==> src/rtl/fp_tb_pkg.sv <==
// Shared definitions for the FP multiplier stimulus and capture blocks:
// default word width, per-variant multiplier latency and the sink FSM encoding.
package fp_tb_pkg;

   localparam int FP_DATA_W = 32;

   // Input-to-output latency of each multiplier variant
   localparam int FPMUL_LATENCY_COMB = 1;
   localparam int FPMUL_LATENCY_FAST = 3;
   localparam int FPMUL_LATENCY_STD  = 5;
   localparam int FPMUL_LATENCY_DSP  = 8;

   typedef enum logic [1:0] {
      ST_IDLE  = 2'd0,
      ST_RUN   = 2'd1,
      ST_DRAIN = 2'd2,
      ST_DONE  = 2'd3
   } sink_state_e;

endpackage

==> src/rtl/sync_fifo.sv <==
// Single-clock FIFO with registered read port. Pointers carry one extra
// wrap bit so that full and empty can be told apart when the indices match.
module sync_fifo
   import fp_tb_pkg::*;
#(
   parameter int DATA_W = FP_DATA_W,
   parameter int DEPTH  = 16
) (
   input  logic              i_clk,
   input  logic              i_rst,
   input  logic              i_wr_req,
   input  logic [DATA_W-1:0] i_wr_data,
   input  logic              i_rd_req,
   output logic [DATA_W-1:0] o_rd_data,
   output logic              o_rd_vld,
   output logic              o_wr_fire,
   output logic              o_drop,
   output logic              o_full,
   output logic              o_empty
);

   localparam int AW = $clog2(DEPTH);
   localparam logic [AW:0] PTR_ONE = (AW+1)'(1);

   logic [DATA_W-1:0] r_mem [DEPTH];
   logic [AW:0]       r_wr_ptr;
   logic [AW:0]       r_rd_ptr;
   logic              w_rd_fire;
   logic              w_wr_fire;

   assign o_empty   = (r_wr_ptr == r_rd_ptr);
   assign o_full    = (r_wr_ptr[AW-1:0] == r_rd_ptr[AW-1:0]) &&
                      (r_wr_ptr[AW] != r_rd_ptr[AW]);
   assign w_rd_fire = i_rd_req && !o_empty;
   // A full FIFO still accepts a write when a read frees the head slot
   assign w_wr_fire = i_wr_req && (!o_full || w_rd_fire);
   assign o_wr_fire = w_wr_fire;
   assign o_drop    = i_wr_req && !w_wr_fire;

   always_ff @(posedge i_clk) begin
      if (i_rst) begin
         r_wr_ptr  <= '0;
         r_rd_ptr  <= '0;
         o_rd_data <= '0;
         o_rd_vld  <= 1'b0;
      end else begin
         o_rd_vld <= w_rd_fire;
         if (w_wr_fire) r_wr_ptr <= r_wr_ptr + PTR_ONE;
         if (w_rd_fire) begin
            r_rd_ptr  <= r_rd_ptr + PTR_ONE;
            o_rd_data <= r_mem[r_rd_ptr[AW-1:0]];
         end
      end
   end

   // NOTE: storage is deliberately not reset; the pointers alone define which entries are valid.
   always_ff @(posedge i_clk) begin
      if (w_wr_fire) r_mem[r_wr_ptr[AW-1:0]] <= i_wr_data;
   end

endmodule

==> src/rtl/fp_stream_sink.sv <==
// Capture end of the FP multiplier sample stream: realigns the sample strobe
// to the product, buffers results, counts them and reports run/drain/done.
module fp_stream_sink
   import fp_tb_pkg::*;
#(
   parameter int DATA_W  = FP_DATA_W,
   parameter int LATENCY = FPMUL_LATENCY_STD,
   parameter int DEPTH   = 16,
   parameter int CNT_W   = 16
) (
   input  logic              CLK,
   input  logic              RST,
   input  logic              SMPL_STAT,
   input  logic [DATA_W-1:0] DATA_IN,
   input  logic              RD_EN,
   output logic [DATA_W-1:0] RD_DATA,
   output logic              RD_VLD,
   output logic              EMPTY,
   output logic              FULL,
   output logic              OVF,
   output logic [CNT_W-1:0]  SMPL_CNT,
   output logic              DONE
);

   localparam int DRAIN_W = $clog2(LATENCY + 1);

   logic [LATENCY-1:0] r_vld_pipe;
   logic               w_res_vld;
   logic               w_wr_fire;
   logic               w_drop;
   logic [CNT_W-1:0]   r_smpl_cnt;
   logic               r_ovf;
   sink_state_e        r_state;
   sink_state_e        w_state_nxt;
   logic [DRAIN_W-1:0] r_drain_cnt;
   logic [DRAIN_W-1:0] w_drain_cnt_nxt;

   assign w_res_vld = r_vld_pipe[LATENCY-1];

   sync_fifo #(
      .DATA_W (DATA_W),
      .DEPTH  (DEPTH)
   ) u_fifo (
      .i_clk     (CLK),
      .i_rst     (RST),
      .i_wr_req  (w_res_vld),
      .i_wr_data (DATA_IN),
      .i_rd_req  (RD_EN),
      .o_rd_data (RD_DATA),
      .o_rd_vld  (RD_VLD),
      .o_wr_fire (w_wr_fire),
      .o_drop    (w_drop),
      .o_full    (FULL),
      .o_empty   (EMPTY)
   );

   always_ff @(posedge CLK) begin
      if (RST) begin
         r_vld_pipe  <= '0;
         r_smpl_cnt  <= '0;
         r_ovf       <= 1'b0;
         r_state     <= ST_IDLE;
         r_drain_cnt <= '0;
      end else begin
         r_vld_pipe[0] <= SMPL_STAT;
         for (int i = 1; i < LATENCY; i++) r_vld_pipe[i] <= r_vld_pipe[i-1];
         if (w_wr_fire && (r_smpl_cnt != '1)) r_smpl_cnt <= r_smpl_cnt + CNT_W'(1);
         if (w_drop) r_ovf <= 1'b1;
         r_state     <= w_state_nxt;
         r_drain_cnt <= w_drain_cnt_nxt;
      end
   end

   // drain_cnt covers the products still inside the multiplier after the stream stops
   always_comb begin
      // NOTE: every combinational output gets a default first so no path infers a latch.
      w_state_nxt     = r_state;
      w_drain_cnt_nxt = r_drain_cnt;
      case (r_state)
         ST_IDLE: begin
            if (SMPL_STAT) w_state_nxt = ST_RUN;
         end
         ST_RUN: begin
            if (!SMPL_STAT) begin
               w_state_nxt     = ST_DRAIN;
               w_drain_cnt_nxt = DRAIN_W'(LATENCY);
            end
         end
         ST_DRAIN: begin
            w_drain_cnt_nxt = r_drain_cnt - DRAIN_W'(1);
            if (SMPL_STAT)                          w_state_nxt = ST_RUN;
            else if (r_drain_cnt == DRAIN_W'(1))    w_state_nxt = ST_DONE;
         end
         ST_DONE: w_state_nxt = ST_DONE;
         default: w_state_nxt = ST_IDLE;
      endcase
   end

   assign SMPL_CNT = r_smpl_cnt;
   assign OVF      = r_ovf;
   assign DONE     = (r_state == ST_DONE);

endmodule

==> config.mk <==
export PLATFORM = sky130hd
export DESIGN_NAME = fp_stream_sink
export DESIGN_NICKNAME = d
export VERILOG_FILES = /design/src/rtl/fp_tb_pkg.sv /design/src/rtl/sync_fifo.sv /design/src/rtl/fp_stream_sink.sv
export SDC_FILE = /design/constraint.sdc
export NUM_CORES = 1
export LEC_CHECK = 0
export CELL_PAD_IN_SITES_DETAIL_PLACEMENT = 1
export CELL_PAD_IN_SITES_GLOBAL_PLACEMENT = 2
export CORE_MARGIN = 2
export CORE_UTILIZATION = 50
export CTS_CLUSTER_DIAMETER = 30
export DETAILED_ROUTE_END_ITERATION = 7
export GPL_TIMING_DRIVEN = 1
export PLACE_DENSITY = 0.88
export RECOVER_POWER = 25
export SLEW_MARGIN = 30
export SYNTH_ARGS = -nofsm -noshare
export SYNTH_HDL_FRONTEND = slang
export SYNTH_SLANG_ARGS = --single-unit
==> constraint.sdc <==
create_clock -name CLK -period 8.8 [get_ports CLK]
set_input_delay 1.76 -clock CLK [delete_from_list [all_inputs] [get_ports CLK]]
set_output_delay 1.76 -clock CLK [all_outputs]
set_load 0.02 [all_outputs]
==> out/metrics.cfg <==
[pwr]
switching_share_pct=20.5
vdd_drop_max_mv=0.145
sequentialPowerShare_pct=39.3
comb_power_share_pct=1.4
power_density_nw_per_um2=273
clockPowerShare_pct=59.4
p_leak_nw=8.97
power_report.internal_total_w=0.00611
p_switching_w=0.00158

[critical_path]
path_delay_family=buffers and inverters
crit_type=reg -> out
start_kind=flop
worst_ep_required_time_ps=7040
arrival_ps=3120
reg2reg_slack_ps=5280
slowest_stage=buf_4
worst_setup_path_end_kind=primary output
cp_cell_sequence=buf_4 > xnor2_1 > nand4_2 > nor2b_1 > clkdlybuf4s50_1
worstPathMaxFanout=68
crit_buf_inv=2
critPathMaxStageDelay_ps=690

[floorplan]
die_y_um=217
core_area_um2=44400
dieArea_um2=46900
ioPinCount=89
die_x_um=217
row_count=77
floorplan.initialDensity_pct=50.9

[placement]
placedCellCount=1848
gp_congestion=0.749
portBuffers=88
dp_hpwl_um=29300
dp_slack_ps=4280
dpl_cell_area_um2=24000

[sta]
fin_ws_ps=3920
setup-violations-final=0
slew_headroom_pct=-19.3
period_minus_slack_ps=4880
maxSlewViolCount=39
fin_setup_tns_ps=0
max_freq_mhz=205
skew_ps=26.0
post-route-period-util_pct=55.5
grt_setup_unrepaired=no
finalHoldViolations=0
worstMarginPinSlew_ps=1790

[clock_tree]
cts-buffers-inserted=116
clk_pin_slew_ps=40
cts.path.max_buffers=3
cts_tree=yes
ctsHoldBuffers=0
postCtsSetupRepairBufs=0
cts-root-buf=clkbuf_16
cts-resized-gates=0
cts.sinks=582
htreeDepth=3
worstSkewPairLatency_ps=650

[detailed_routing]
routed_via_density=6.09
vias=12600
final_antenna_net_count=0
first_pass_iters=5
drc_errors=0
drt_wl_total_um=58800
drtIter0Drc=1116
wire_per_inst_um=28.4

[flow_run]
max_cap_viol_count=1

[synthesis]
ys_ff_latch=582
syn-num-nets=1275
netlist_area_um2=22600
synthArstFlopShare_pct=0
syn_inst=1231
syn_avg_cell_area_um2=18.4
ys_types=49
synth_edf_count=512
yosysWarningCount=0
seq_area_frac_synth_pct=74.3
ys.flop_type=edfxtp_1

[cells_and_area]
stdcell_count=2068
drive_above_1_share_pct=27.4
nets=1418
postLayoutCoreUtil_pct=63.3
antennaDiodeCount=0
area_delta_synth_final_pct=24.5
final_area_um2=28100

[run_status]
violations=max-capacitance violations, max-slew violations
status=finished, violations left

[global_route]
grt_max_degree=77
gr-usage-all-layers_pct=25.5
grt-ovfl-total=0
antenna_found_initial=0
grt_pass1_wl_um=88400
grt_pass1_vias=13900

[hold_path]
hp-class=reg -> reg

routing by layer:
metal / wire (um) / global-route usage, % / vias up
met5: 0 / 0 / -
met4: 1430 / 10.4 / 0
met3: 3160 / 4.48 / 106
met2: 30800 / 44.0 / 500
met1: 23300 / 32.0 / 6662
li1: - / - / 5318
flip-flops by register name, summed over array words and instances (netlist names):
signal / cells
OVF: 1
SMPL_CNT: 16
r_drain_cnt: 3
r_state: 2
r_vld_pipe: 5
u_fifo.o_rd_data: 32
u_fifo.o_rd_vld: 1
u_fifo.r_mem: 512
u_fifo.r_rd_ptr: 5
u_fifo.r_wr_ptr: 5
power by group through the flow:
stage | clock network [W] | registers (W) | logic, W
after floorplan | 0 | 0.00307 | 0.0000288
after global placement | 0 | 0.00307 | 0.0000941
after detailed placement | 0 | 0.00307 | 0.000102
after CTS | 0.00461 | 0.00302 | 0.000106
after global routing | 0.00473 | 0.00302 | 0.000111
final | 0.00457 | 0.00302 | 0.000104
placed cells by master (no fill, tap or decap), types with 5 or more instances in the layout:
| master | instances |
|---|---|
| clkinv_4 | 12 |
| edfxtp_1 | 512 |
| clkbuf_1 | 12 |
| and3_4 | 13 |
| nor3_1 | 34 |
| nand2_1 | 15 |
| clkinvlp_4 | 25 |
| inv_1 | 12 |
| dfxtp_1 | 66 |
| o31ai_1 | 7 |
| clkdlybuf4s50_1 | 67 |
| or4_1 | 8 |
| mux4_2 | 96 |
| nor2_1 | 19 |
| clkbuf_16 | 120 |
| a21oi_1 | 83 |
| nand3_1 | 8 |
| bufinv_16 | 19 |
| xnor2_1 | 5 |
| inv_6 | 7 |
| mux2_2 | 65 |
| o21ai_0 | 41 |
| ha_1 | 8 |
| nor2b_1 | 46 |
| a211oi_1 | 34 |
| buf_4 | 10 |
| o22ai_1 | 32 |
| clkinv_2 | 14 |
| dlygate4sd3_1 | 21 |
| clkinv_1 | 8 |
final cells by class:
type	count	area, um^2
sequential	582	16800
clock buffer	133	3070
timing repair buffer	102	1010
multi-input combinational	560	5420
fill	3781	16300
inverter	12	45.0
clock inverter	87	1060
tap	592	741
synth_stat cells (8+ instances only):
library cell  number  area (um^2)
dfxtp_1           70         1400
buf_2             19         95.1
clkbuf_1          34          128
o21ai_0           41          205
a21oi_1           83          415
o22ai_1           32          200
buf_4              9         67.6
nor3_1            35          175
ha_1               8          100
edfxtp_1         512        15400
nor2_1            19         71.3
nor2b_1           47          294
buf_6             11          124
a211oi_1          34          255
nand2_1           15         56.3
mux2_2            65          732
and3_1            16          100
mux4_2            96         2160
or4_1              8         60.1
nand3_1            8         40.0
inv_1             12         45.0
per-stage QoR:
step	power [W]	hold slack, ps
4_1_cts	0.00774	448
6_report	0.00769	445
3_5_place_dp	0.00317	428
3_3_place_gp	0.00316	421
5_1_grt	0.00786	462
2_1_floorplan	0.00310	414
path summary, 6_finish.rpt:
kind | end | cells past startpoint | startpoint
worst max-delay path | FULL | 5 | u_fifo.r_rd_ptr[3]
worst min-delay path | r_vld_pipe[2] | 1 | r_vld_pipe[1]
worst max register to register | u_fifo.r_mem[11][15] | 5 | u_fifo.r_rd_ptr[3]
worst min register to register | r_vld_pipe[2] | 1 | r_vld_pipe[1]
logic make-up (layout without fill, tap and decap cells):
group                      after synthesis  count (layout)  synth area share, %
DFF                                    582             582                 74.3
AOI/OAI and AO/OA                      212             212                 5.56
and+or+nand+nor                        166             166                 4.20
muxes                                  165             165                 13.1
buffers and inverters                   89             334                 2.10
xor gates and xnor gates                 9               9                0.382
adders and majority gates                8               8                0.443
worst register-to-register path, cell delays in order (launching register included):
cell     delay [ps]
dfxtp_2         310
buf_4           700
xnor2_1         210
nand4_2         280
o21a_1          660
and3_2          970
No activity file was read; power rests on OpenSTA's default activity.
